===== config.mk =====
export PLATFORM = sky130hd
export DESIGN_NAME = cb_branch_fifo
export DESIGN_NICKNAME = d
export VERILOG_FILES = /design/src/rtl/cb_branch_fifo.sv
export SDC_FILE = /design/constraint.sdc
export NUM_CORES = 1
export LEC_CHECK = 0
export CORE_MARGIN = 8
export CORE_UTILIZATION = 53
export CTS_CLUSTER_SIZE = 24
export DETAILED_ROUTE_END_ITERATION = 10
export PLACE_DENSITY = 0.81
export RECOVER_POWER = 100
export SYNTH_ARGS = -nofsm -noshare
export SYNTH_HDL_FRONTEND = slang
export SYNTH_SLANG_ARGS = --single-unit

===== constraint.sdc =====
create_clock -name CLK -period 3.1 [get_ports CLK]
set_input_delay 0.62 -clock CLK [delete_from_list [all_inputs] [get_ports CLK]]
set_output_delay 0.62 -clock CLK [all_outputs]
set_load 0.01 [all_outputs]

===== src/rtl/cb_branch_fifo.sv =====
// Buffered N_OUT-way branch stage: tokens queue in a DEPTH-entry FIFO and the head
// is steered to one output, broadcast to all at each channel's own pace, or dropped.
module cb_branch_fifo #(
    parameter int W     = 8,
    parameter int N_OUT = 4,
    parameter int SEL_W = 2,
    parameter int DEPTH = 4
) (
    input  logic                         CLK,
    input  logic                         MR_N,
    input  logic                         Send_in,
    input  logic [W-1:0]                 Data_in,
    input  logic [SEL_W-1:0]             Sel_in,
    input  logic                         Bcast_in,
    output logic                         Ack_out,
    output logic [N_OUT-1:0]             Send_out,
    output logic [W-1:0]                 Data_out,
    input  logic [N_OUT-1:0]             Ack_in,
    output logic                         CP,
    output logic                         ERR,
    output logic [$clog2(DEPTH+1)-1:0]   Count
);

    localparam int CNT_W = $clog2(DEPTH + 1);
    localparam int PTR_W = (DEPTH > 1) ? $clog2(DEPTH) : 1;

    logic [W-1:0]     data_mem  [DEPTH];
    logic [SEL_W-1:0] sel_mem   [DEPTH];
    logic             bcast_mem [DEPTH];

    logic [PTR_W-1:0] wr_ptr_reg, wr_ptr_next;
    logic [PTR_W-1:0] rd_ptr_reg, rd_ptr_next;
    logic [CNT_W-1:0] count_reg, count_next;
    logic [N_OUT-1:0] done_reg, done_next;
    logic             cp_reg, err_reg;

    logic             not_empty, full, push, pop;
    logic [W-1:0]     head_data;
    logic [SEL_W-1:0] head_sel;
    logic             head_bcast;
    logic [N_OUT-1:0] head_mask, fire;

    function automatic logic [PTR_W-1:0] ptr_inc(input logic [PTR_W-1:0] p);
        return (p == PTR_W'(DEPTH - 1)) ? '0 : p + 1'b1;
    endfunction

    assign head_data  = data_mem[rd_ptr_reg];
    assign head_sel   = sel_mem[rd_ptr_reg];
    assign head_bcast = bcast_mem[rd_ptr_reg];

    // An out-of-range select matches no channel, so the mask is simply zero.
    for (genvar gi = 0; gi < N_OUT; gi++) begin : g_mask
        assign head_mask[gi] = head_bcast | (head_sel == SEL_W'(gi));
    end

    assign not_empty = (count_reg != '0);
    assign full      = (count_reg == CNT_W'(DEPTH));
    assign Ack_out   = MR_N & ~full;
    assign push      = Send_in & Ack_out;

    assign Send_out  = {N_OUT{MR_N & not_empty}} & head_mask & ~done_reg;
    assign fire      = Send_out & Ack_in;
    assign pop       = not_empty & ((head_mask & ~(done_reg | fire)) == '0);
    assign Data_out  = not_empty ? head_data : '0;

    assign CP    = cp_reg;
    assign ERR   = err_reg;
    assign Count = count_reg;

    always_comb begin
        wr_ptr_next = wr_ptr_reg;
        rd_ptr_next = rd_ptr_reg;
        count_next  = count_reg;
        done_next   = done_reg | fire;
        if (push) begin
            wr_ptr_next = ptr_inc(wr_ptr_reg);
        end
        if (pop) begin
            rd_ptr_next = ptr_inc(rd_ptr_reg);
            done_next   = '0;
        end
        case ({push, pop})
            2'b10:   count_next = count_reg + 1'b1;
            2'b01:   count_next = count_reg - 1'b1;
            default: count_next = count_reg;
        endcase
    end

    // Token storage carries no reset; emptiness is tracked by count_reg alone.
    always_ff @(posedge CLK) begin
        if (push) begin
            data_mem[wr_ptr_reg]  <= Data_in;
            sel_mem[wr_ptr_reg]   <= Sel_in;
            bcast_mem[wr_ptr_reg] <= Bcast_in;
        end
    end

    always_ff @(posedge CLK) begin
        if (!MR_N) begin
            wr_ptr_reg <= '0;
            rd_ptr_reg <= '0;
            count_reg  <= '0;
            done_reg   <= '0;
            cp_reg     <= 1'b0;
            err_reg    <= 1'b0;
        end else begin
            wr_ptr_reg <= wr_ptr_next;
            rd_ptr_reg <= rd_ptr_next;
            count_reg  <= count_next;
            done_reg   <= done_next;
            cp_reg     <= push;
            err_reg    <= pop & (head_mask == '0);
        end
    end

endmodule


==> flow_metrics.tcl, run 1 <==
set metrics [dict create \
    outcome "complete, no violations" \
    yosysSeqAreaShare_pct 65.1 \
    period_needed_ns 2.94 \
    drc 0 \
    ctsLongestPathBuffers 2 \
    grt-ovfl-total 0 \
    synth.net_count 185 \
    path_clk_slew_ns 0.06 \
    arrival_ns 2.32 \
    yosys_register_bits 59 \
    total_power_mw 1.79 \
    cts-buffers-inserted 9 \
    fmax_mhz 340 \
    cts-root-buf "clkbuf_8" \
    dieWidth_um 84.6 \
    clk_latency_ns 0.32 \
    drv_slew 0 \
    max-cap-violations 0 \
    max_stage_delay_ns 0.63 \
    rsz0062_at_grt "false" \
    crit_required_ns 2.48 \
    setup_viol 0 \
    leakagePower_nw 1.15 \
    grt_pass1_vias 1662 \
    die_area_um2 7150 \
    cp-startpoint "MR_N" \
    die_y_um 84.6 \
    core-area_um2 4630 \
    cts_tree "yes" \
    async_flop_share_pct 0 \
    largest_register "data_mem" \
    grt_pass1_wl_um 8110 \
    drive_above_1_share_pct 15.0 \
    syn_area_per_cell_um2 15.6 \
    antenna_found_initial 0 \
    nets 240 \
    power.density_nw_per_um2 570 \
    ant_nets 0 \
    regArea_um2 1620 \
    cp_cell_sequence "clkdlybuf4s50_1 > buf_4 > nand2_1 > nor3_1 > dlygate4sd3_1" \
    largest_reg_flops 32 \
    cts_htree_levels 3 \
    hp-start "rd_ptr_reg[1]" \
    start_util_pct 53.8 \
    post-dp-hpwl_um 3520 \
    io_buffers 35 \
    postLayoutCellArea_um2 3140 \
    ir_worst_vdd_v 0.000517 \
    synth_cell_types 37 \
    grt_max_degree 12 \
    syn_to_final_growth_pct 26.0 \
    synth-edff-count 44 \
    largest_registers "data_mem: 32 flops, sel_mem: 8 flops" \
    crit_fanout 8 \
    path_class "in -> out" \
    gp_congestion 0.850 \
    nFillCells 327 \
    vias_per_cell 5.68 \
    track_usage_pct 14.9 \
    io_pins 36 \
    worstMarginPinSlew_ns 0.739 \
    fin_crit_sh_pct 94.9 \
    syn-cell-area_um2 2490 \
    synth_cells 160 \
    firstDrtPassIters 5 \
    endpoint_kind "primary output" \
    first_iter_violations 74 \
    multi_input_area_um2 801 \
    dpl-instance-area_um2 2960 \
    path_buf_inv 3 \
    hold_path_class "reg -> reg" \
    yosysWarnings 0 \
    vias 1557 \
    timing.final.hold_violations 0 \
    synth_ff_type "edfxtp_1" \
    n_antenna_cell 0 \
    crit_slowest_cell "dlygate4sd3_1" \
    wl_um 5050 \
    wl_per_cell_um 18.4 \
    cts_sinks 59 \
    fin_setup_tns_ns 0 \
    critPathTopFamily "buffers and inverters" \
    clock_skew_ns 0.00614 \
    num_rows 25 \
    relSlewSlack_pct 50.7 \
    cp-start-kind "primary input" \
]
-- logic make-up after synthesis --
logic type      Yosys count  share of synthesized area, %
simple gates             41                          8.94
flops                    59                          65.1
buf+inv                  13                          2.71
compound gates           25                          7.08
fa+ha+maj                 7                          3.82
other cells               1                         0.150
mux                      12                          11.5
xor+xnor                  2                         0.703
-- layer usage --
| layer | global-route usage, % | wire length (um) |
|---|---|---|
| met5 | 0 | 0 |
| met4 | 7.44 | 114 |
| met2 | 24.8 | 2640 |
| met1 | 16.1 | 1990 |
| met3 | 6.05 | 306 |
-- path summary, 6_finish.rpt --
check | to | slack [ns] | cells past startpoint
min | flop | 0.52 | 2
max reg2reg | Count[2] | 0.21 | 11
min reg2reg | flop | 0.52 | 2
max | Send_out[3] | 0.16 | 5
-- cells in the mapped netlist, types with 3 or more instances --
master | n | area (um^2)
inv_1 | 7 | 26.3
nor3_1 | 8 | 40.0
and2_1 | 9 | 56.3
ha_1 | 6 | 75.1
a21oi_2 | 3 | 26.3
nand2_1 | 4 | 15.0
mux4_1 | 8 | 210
a21oi_1 | 9 | 45.0
nor2_1 | 9 | 33.8
mux4_2 | 3 | 67.6
edfxtp_1 | 44 | 1320
and3_1 | 4 | 25.0
dfxtp_1 | 15 | 300
-- report_power, final --
part | switching [mW] | internal, mW
Combinational | 0.108 | 0.0985
Sequential | 0.0175 | 0.881
Clock | 0.269 | 0.415
-- stage by stage --
stage	util, %	hold WS [ns]	setup slack, ns	cells
finish	67.8	0.516	0.158	274
global route	67.8	0.538	0.0241	274
detailed placement	63.9	0.519	0.000696	256
global placement	63.9	0.468	0.108	256
floorplan	-	0.454	0.236	160
CTS	68.2	0.527	0.00699	272
-- placed cells by master (no fill, tap or decap), types with 2 or more instances in the layout --
| cell type | count |
|---|---|
| a21oi_1 | 9 |
| a21oi_2 | 3 |
| a31oi_1 | 2 |
| and2_1 | 8 |
| and3_1 | 4 |
| buf_4 | 6 |
| clkbuf_1 | 11 |
| clkbuf_8 | 11 |
| clkdlybuf4s50_1 | 8 |
| clkinv_1 | 2 |
| dfxtp_1 | 13 |
| dfxtp_2 | 2 |
| dlygate4sd3_1 | 26 |
| edfxtp_1 | 44 |
| ha_1 | 6 |
| inv_1 | 7 |
| mux4_1 | 8 |
| mux4_2 | 3 |
| nand2_1 | 4 |
| nor2_1 | 8 |
| nor2_2 | 2 |
| nor3_1 | 8 |
| o21ai_0 | 2 |
| o311a_2 | 2 |
| o31ai_1 | 2 |
| or3_1 | 2 |
| xor2_1 | 2 |
-- layout make-up --
type	instances	share of cell area [%]
clock buffers	14	5.18
repair buffers	48	13.2
clock inverters	2	1.12
flip-flops and latches	59	51.7
well taps	54	2.15
inverters	9	1.08
multi-input cells	88	25.5
-- what timing repair did --
action,CTS,global route
hold buffers,0,0
endpoints found under the setup margin,0,3
buffers inserted,0,2
gates resized for setup,0,4
-- worst min-delay path, delay by kind of cell (launching register included) --
kind | cells | cell delay (ns)
multiplexers | 1 | 0.09
AND/OR/NAND/NOR | 1 | 0.06
flip-flops | 1 | 0.31
Note: power is estimated with default switching activity, not from simulation.
==> run 2, diff against run 1 <==
--- a/config.mk
+++ b/config.mk
@@ -6,10 +6,10 @@
 export NUM_CORES = 1
 export LEC_CHECK = 0
 export CORE_MARGIN = 8
-export CORE_UTILIZATION = 53
+export CORE_UTILIZATION = 45
 export CTS_CLUSTER_SIZE = 24
 export DETAILED_ROUTE_END_ITERATION = 10
-export PLACE_DENSITY = 0.81
+export PLACE_DENSITY = 0.71
 export RECOVER_POWER = 100
 export SYNTH_ARGS = -nofsm -noshare
 export SYNTH_HDL_FRONTEND = slang
==> run 2 against run 1 <==
  * Critical endpoint is now Send_out[1]
  * Sequential share of layout area is 0.20 points lower
  * Critical path depth grew 1
  * Setup slack worse by 0.043 ns
  * Sequential cell count stayed put
  * Largest power group unchanged
  * Clock-buffer cell count is 5 lower
==> flow_metrics.tcl, run 2 (synthesis gave the netlist of run 1 again) <==
set metrics [dict create \
    io_pins 36 \
    first_iter_violations 62 \
    postLayoutCellArea_um2 3150 \
    dieWidth_um 90.4 \
    n_antenna_cell 0 \
    dpl-instance-area_um2 2990 \
    grt_pass1_wl_um 8020 \
    fin_setup_tns_ns 0 \
    gp_congestion 0.852 \
    mostFrequentLayoutCells "44 x edfxtp_1, 20 x dlygate4sd3_1, 14 x dfxtp_1, 14 x clkdlybuf4s50_1, 10 x a21oi_1" \
    hold_ws_ns 0.504 \
    fin_util_pct 57.9 \
    drive_above_1_share_pct 15.1 \
    arrival_ns 2.37 \
    cts_htree_levels 3 \
    leakagePower_nw 1.11 \
    crit_required_ns 2.48 \
    fmax_mhz 335 \
    power.density_nw_per_um2 563 \
    grt_pass1_vias 1668 \
    path_class "reg -> out" \
    clock_skew_ns 0.00676 \
    ant_nets 0 \
    wl_um 4920 \
    hold_path_class "reg -> reg" \
    outcome "complete, no violations" \
    max-cap-violations 0 \
    core-area_um2 5440 \
    total_power_mw 1.77 \
    period_needed_ns 2.99 \
    vias_per_cell 5.27 \
    crit_fanout 5 \
    largest_registers "data_mem: 32 flops, sel_mem: 8 flops" \
    syn_to_final_growth_pct 26.4 \
    final_common_cell "edfxtp_1" \
    cts-buffers-inserted 9 \
    num_rows 27 \
    track_usage_pct 12.6 \
    die_area_um2 8180 \
    path_clk_slew_ns 0.07 \
    wl_per_cell_um 16.9 \
    vias 1534 \
    nFillCells 434 \
    clk_latency_ns 0.33 \
    drv_slew 0 \
    ir_worst_vdd_v 0.000329 \
    timing.final.hold_violations 0 \
    fin_crit_sh_pct 96.3 \
    die_y_um 90.4 \
    rsz0062_at_grt "false" \
    worstMarginPinSlew_ns 0.748 \
    cts-root-buf "clkbuf_8" \
    largest_reg_flops 32 \
    cts_hold_buf 0 \
    grt_max_degree 12 \
    start_util_pct 45.8 \
    grt-ovfl-total 0 \
    io_buffers 35 \
    antenna_found_initial 0 \
    setup_viol 0 \
    drc 0 \
    cts_sinks 59 \
    nets 239 \
    relSlewSlack_pct 50.1 \
    firstDrtPassIters 4 \
    cp-start-kind "flop" \
    post-dp-hpwl_um 3430 \
    endpoint_kind "primary output" \
    largest_register "data_mem" \
    cts_tree "yes" \
    ctsLongestPathBuffers 2 \
]
==> run 2: cell count changes in the layout (fill, tap and decap cells not counted), sizes merged, moves of 2 or more <==
cell,before,now
buf,6,4
clkinv,3,5
clkdlybuf4s50,8,14
clkbuf,22,18
dlygate4sd3,26,20
clkinvlp,0,2
==> run 2: per-layer routing <==
| metal | up-vias | GRT usage, % | wire, um |
|---|---|---|---|
| met5 | - | 0 | 0 |
| met4 | 0 | 5.83 | 73 |
| met3 | 8 | 4.32 | 277 |
| met2 | 44 | 21.0 | 2430 |
| met1 | 754 | 14.1 | 2140 |
| li1 | 728 | - | - |
==> run 2: power by group <==
part | leakage (nW) | internal [mW] | switching (mW)
registers | 0.523 | 0.880 | 0.0182
logic | 0.497 | 0.101 | 0.106
clock network | 0.0931 | 0.367 | 0.299
==> run 2: critical path: stages, from the launching register on <==
cell and delay (ns):
dfxtp_2 0.40, buf_4 0.16, mux4_2 0.57, clkinv_1 0.07, a21oi_1 0.08, nor3_1 0.17, clkdlybuf4s50_1 0.59
==> run 2: stage by stage <==
stage               setup WS [ns]  std cells
floorplan                   0.236        160
global placement           0.0680        275
detailed placement       -0.00250        275
CTS                        0.0290        291
global route               0.0161        291
finish                      0.115        291
==> run 2: area by class of cell <==
cell class                 count  area, um^2  area share, %
inverter                       9        33.8           1.07
clock buffer                   9         124           3.93
multi-input combinational     88         807           25.6
clock inverter                 7        67.6           2.15
timing repair buffer          47         404           12.8
sequential                    59        1620           51.5
tap                           72        90.1           2.86
==> run 2: worst paths after layout <==
path                  from       endpoint  cells after the start  slack (ns)
max                   flop    Send_out[1]                      6        0.11
min          rd_ptr_reg[1]  rd_ptr_reg[1]                      2        0.50
max reg2reg           flop       Count[2]                     11        0.23
min reg2reg  rd_ptr_reg[1]  rd_ptr_reg[1]                      2        0.50
==> run 2: what timing repair did <==
item                       in CTS  in global routing
pin swaps                       0                  0
cloned                          0                  0
buffers inserted                0                  0
resized for setup               1                  4
setup endpoints to repair       1                  2
==> run 3, diff against run 2 <==
==> constraint.sdc (replaced) <==
create_clock -name CLK -period 3.3 [get_ports CLK]
set_input_delay 0.66 -clock CLK [delete_from_list [all_inputs] [get_ports CLK]]
set_output_delay 0.66 -clock CLK [all_outputs]
set_load 0.01 [all_outputs]
==> run 3 against run 2 <==
  * Clock-buffer cell count up 1
  * Clock skew down 0.0020 ns
  * Core utilization down 0.16 points
  * Combinational power down 8%
  * Global-route usage up 0.53 points
  * Routed wire length up 0.37%
==> flow_metrics.tcl, run 3 (synthesis gave the netlist of run 1 again) <==
set metrics [dict create \
    firstDrtPassIters 4 \
    power.density_nw_per_um2 525 \
    largest_reg_flops 32 \
    ctsLongestPathBuffers 2 \
    dieWidth_um 90.4 \
    nFillCells 433 \
    ant_nets 0 \
    endpoint_kind "primary output" \
    final_common_cell "edfxtp_1" \
    ir_worst_vdd_v 0.000371 \
    cp-start-kind "flop" \
    timing.rr.end "Count[2]" \
    max-cap-violations 0 \
    vias_per_cell 5.28 \
    cts_setup_buffers 0 \
    die_area_um2 8180 \
    grt_max_degree 12 \
    grt-ovfl-total 0 \
    first_iter_violations 63 \
    fin_setup_tns_ns 0 \
    antenna_found_initial 0 \
    fin_util_pct 57.7 \
    drc 0 \
    nets 238 \
    wl_per_cell_um 17.0 \
    fmax_mhz 316 \
    setup_viol 0 \
    hold_path_class "reg -> reg" \
    min_path_cells 2 \
    relSlewSlack_pct 48.6 \
    syn_to_final_growth_pct 26.0 \
    reg2regPathDepth 11 \
    fin_crit_sh_pct 95.9 \
    io_pins 36 \
    largest_registers "data_mem: 32 flops, sel_mem: 8 flops" \
    start_util_pct 45.8 \
    period_needed_ns 3.16 \
    cts-root-buf "clkbuf_8" \
    post-dp-hpwl_um 3380 \
    core-area_um2 5440 \
    grt_pass1_vias 1627 \
    hp-start "rd_ptr_reg[1]" \
    path_clk_slew_ns 0.06 \
    vias 1530 \
    cts_hold_buf 0 \
    cts-buffers-inserted 9 \
    grt_pass1_wl_um 8200 \
    cts_sinks 59 \
    rsz0062_at_grt "false" \
    hold-path-endpoint "rd_ptr_reg[1]" \
    cts_htree_levels 3 \
    crit_fanout 6 \
    track_usage_pct 13.1 \
    largest_register "data_mem" \
    clock_skew_ns 0.00480 \
    leakagePower_nw 1.14 \
    arrival_ns 2.50 \
    gp_congestion 0.817 \
    crit_required_ns 2.64 \
    timing.final.hold_violations 0 \
    outcome "complete, no violations" \
    drv_slew 0 \
    path_class "reg -> out" \
    drive_above_1_share_pct 14.2 \
    worstMarginPinSlew_ns 0.772 \
    n_antenna_cell 0 \
    wl_um 4940 \
    cts_tree "yes" \
    mostFrequentLayoutCells "44 x edfxtp_1, 25 x dlygate4sd3_1, 14 x dfxtp_1, 10 x clkdlybuf4s50_1" \
    clk_latency_ns 0.34 \
    io_buffers 35 \
    rrSetupSlack_ns 0.36 \
    num_rows 27 \
    die_y_um 90.4 \
]
## run 3: cell count changes in the layout (fill, tap and decap cells not counted), moves of 2 or more
cell             delta
clkdlybuf4s50_1     -4
and2_1              +4
and2_0              -4
dlygate4sd3_1       +5
clkbuf_1            -2
## run 3: worst max path at each step
stage / from / endpoint / slack [ns] / cells past startpoint
5_1_grt: MR_N / Ack_out / 0.05 / 5
2_1_floorplan: flop / Count[2] / 0.44 / 12
3_5_place_dp: MR_N / Count[2] / 0.14 / 12
6_report: flop / Data_out[2] / 0.14 / 4
3_3_place_gp: MR_N / Count[2] / 0.20 / 12
4_1_cts: flop / Send_out[0] / 0.03 / 6
## run 3: timing repair
action	CTS	global route
setup endpoints to repair	0	1
gates resized for setup	0	1
endpoints found under the hold margin	0	0
## run 3: layer usage
metal | vias up | GRT usage, % | wire length, um
met2 | 51 | 21.6 | 2430
met1 | 735 | 14.1 | 2080
met4 | 0 | 7.91 | 133
met3 | 15 | 4.82 | 298
met5 | - | 0 | 0
li1 | 729 | - | -
## run 3: cell type report
type                    instances  area (um^2)  area share [%]
clock inverters                 6         56.3            1.79
flip-flops and latches         59         1620            51.7
repair buffers                 46          410            13.1
clock buffers                  10          128            4.06
inverters                       9         33.8            1.08
multi-input cells              88          800            25.5
well taps                      72         90.1            2.87
## run 3: per-stage QoR
step	instance area [um^2]	power, mW	cells	setup slack (ns)	hold WS (ns)
2_1_floorplan	2490	0.962	160	0.436	0.454
3_3_place_gp	2980	1.06	274	0.200	0.491
4_1_cts	3170	1.68	290	0.0288	0.492
5_1_grt	3140	1.72	290	0.0459	0.550
3_5_place_dp	2980	1.06	274	0.142	0.483
6_report	3140	1.65	290	0.136	0.499
## run 3: critical path, cell delays in order, from the launching register on
cell and delay (ns):
dfxtp_2 0.39, clkbuf_1 0.40, mux4_1 0.60, and2_1 0.18
dlygate4sd3_1 0.60
## run 3: power by group
part           switching (mW)  total, mW  internal [mW]  leakage, nW
Sequential             0.0158      0.843          0.827        0.523
Clock                   0.274      0.616          0.342       0.0935
Combinational          0.0983      0.191         0.0926        0.522
Total                   0.388       1.65           1.26         1.14
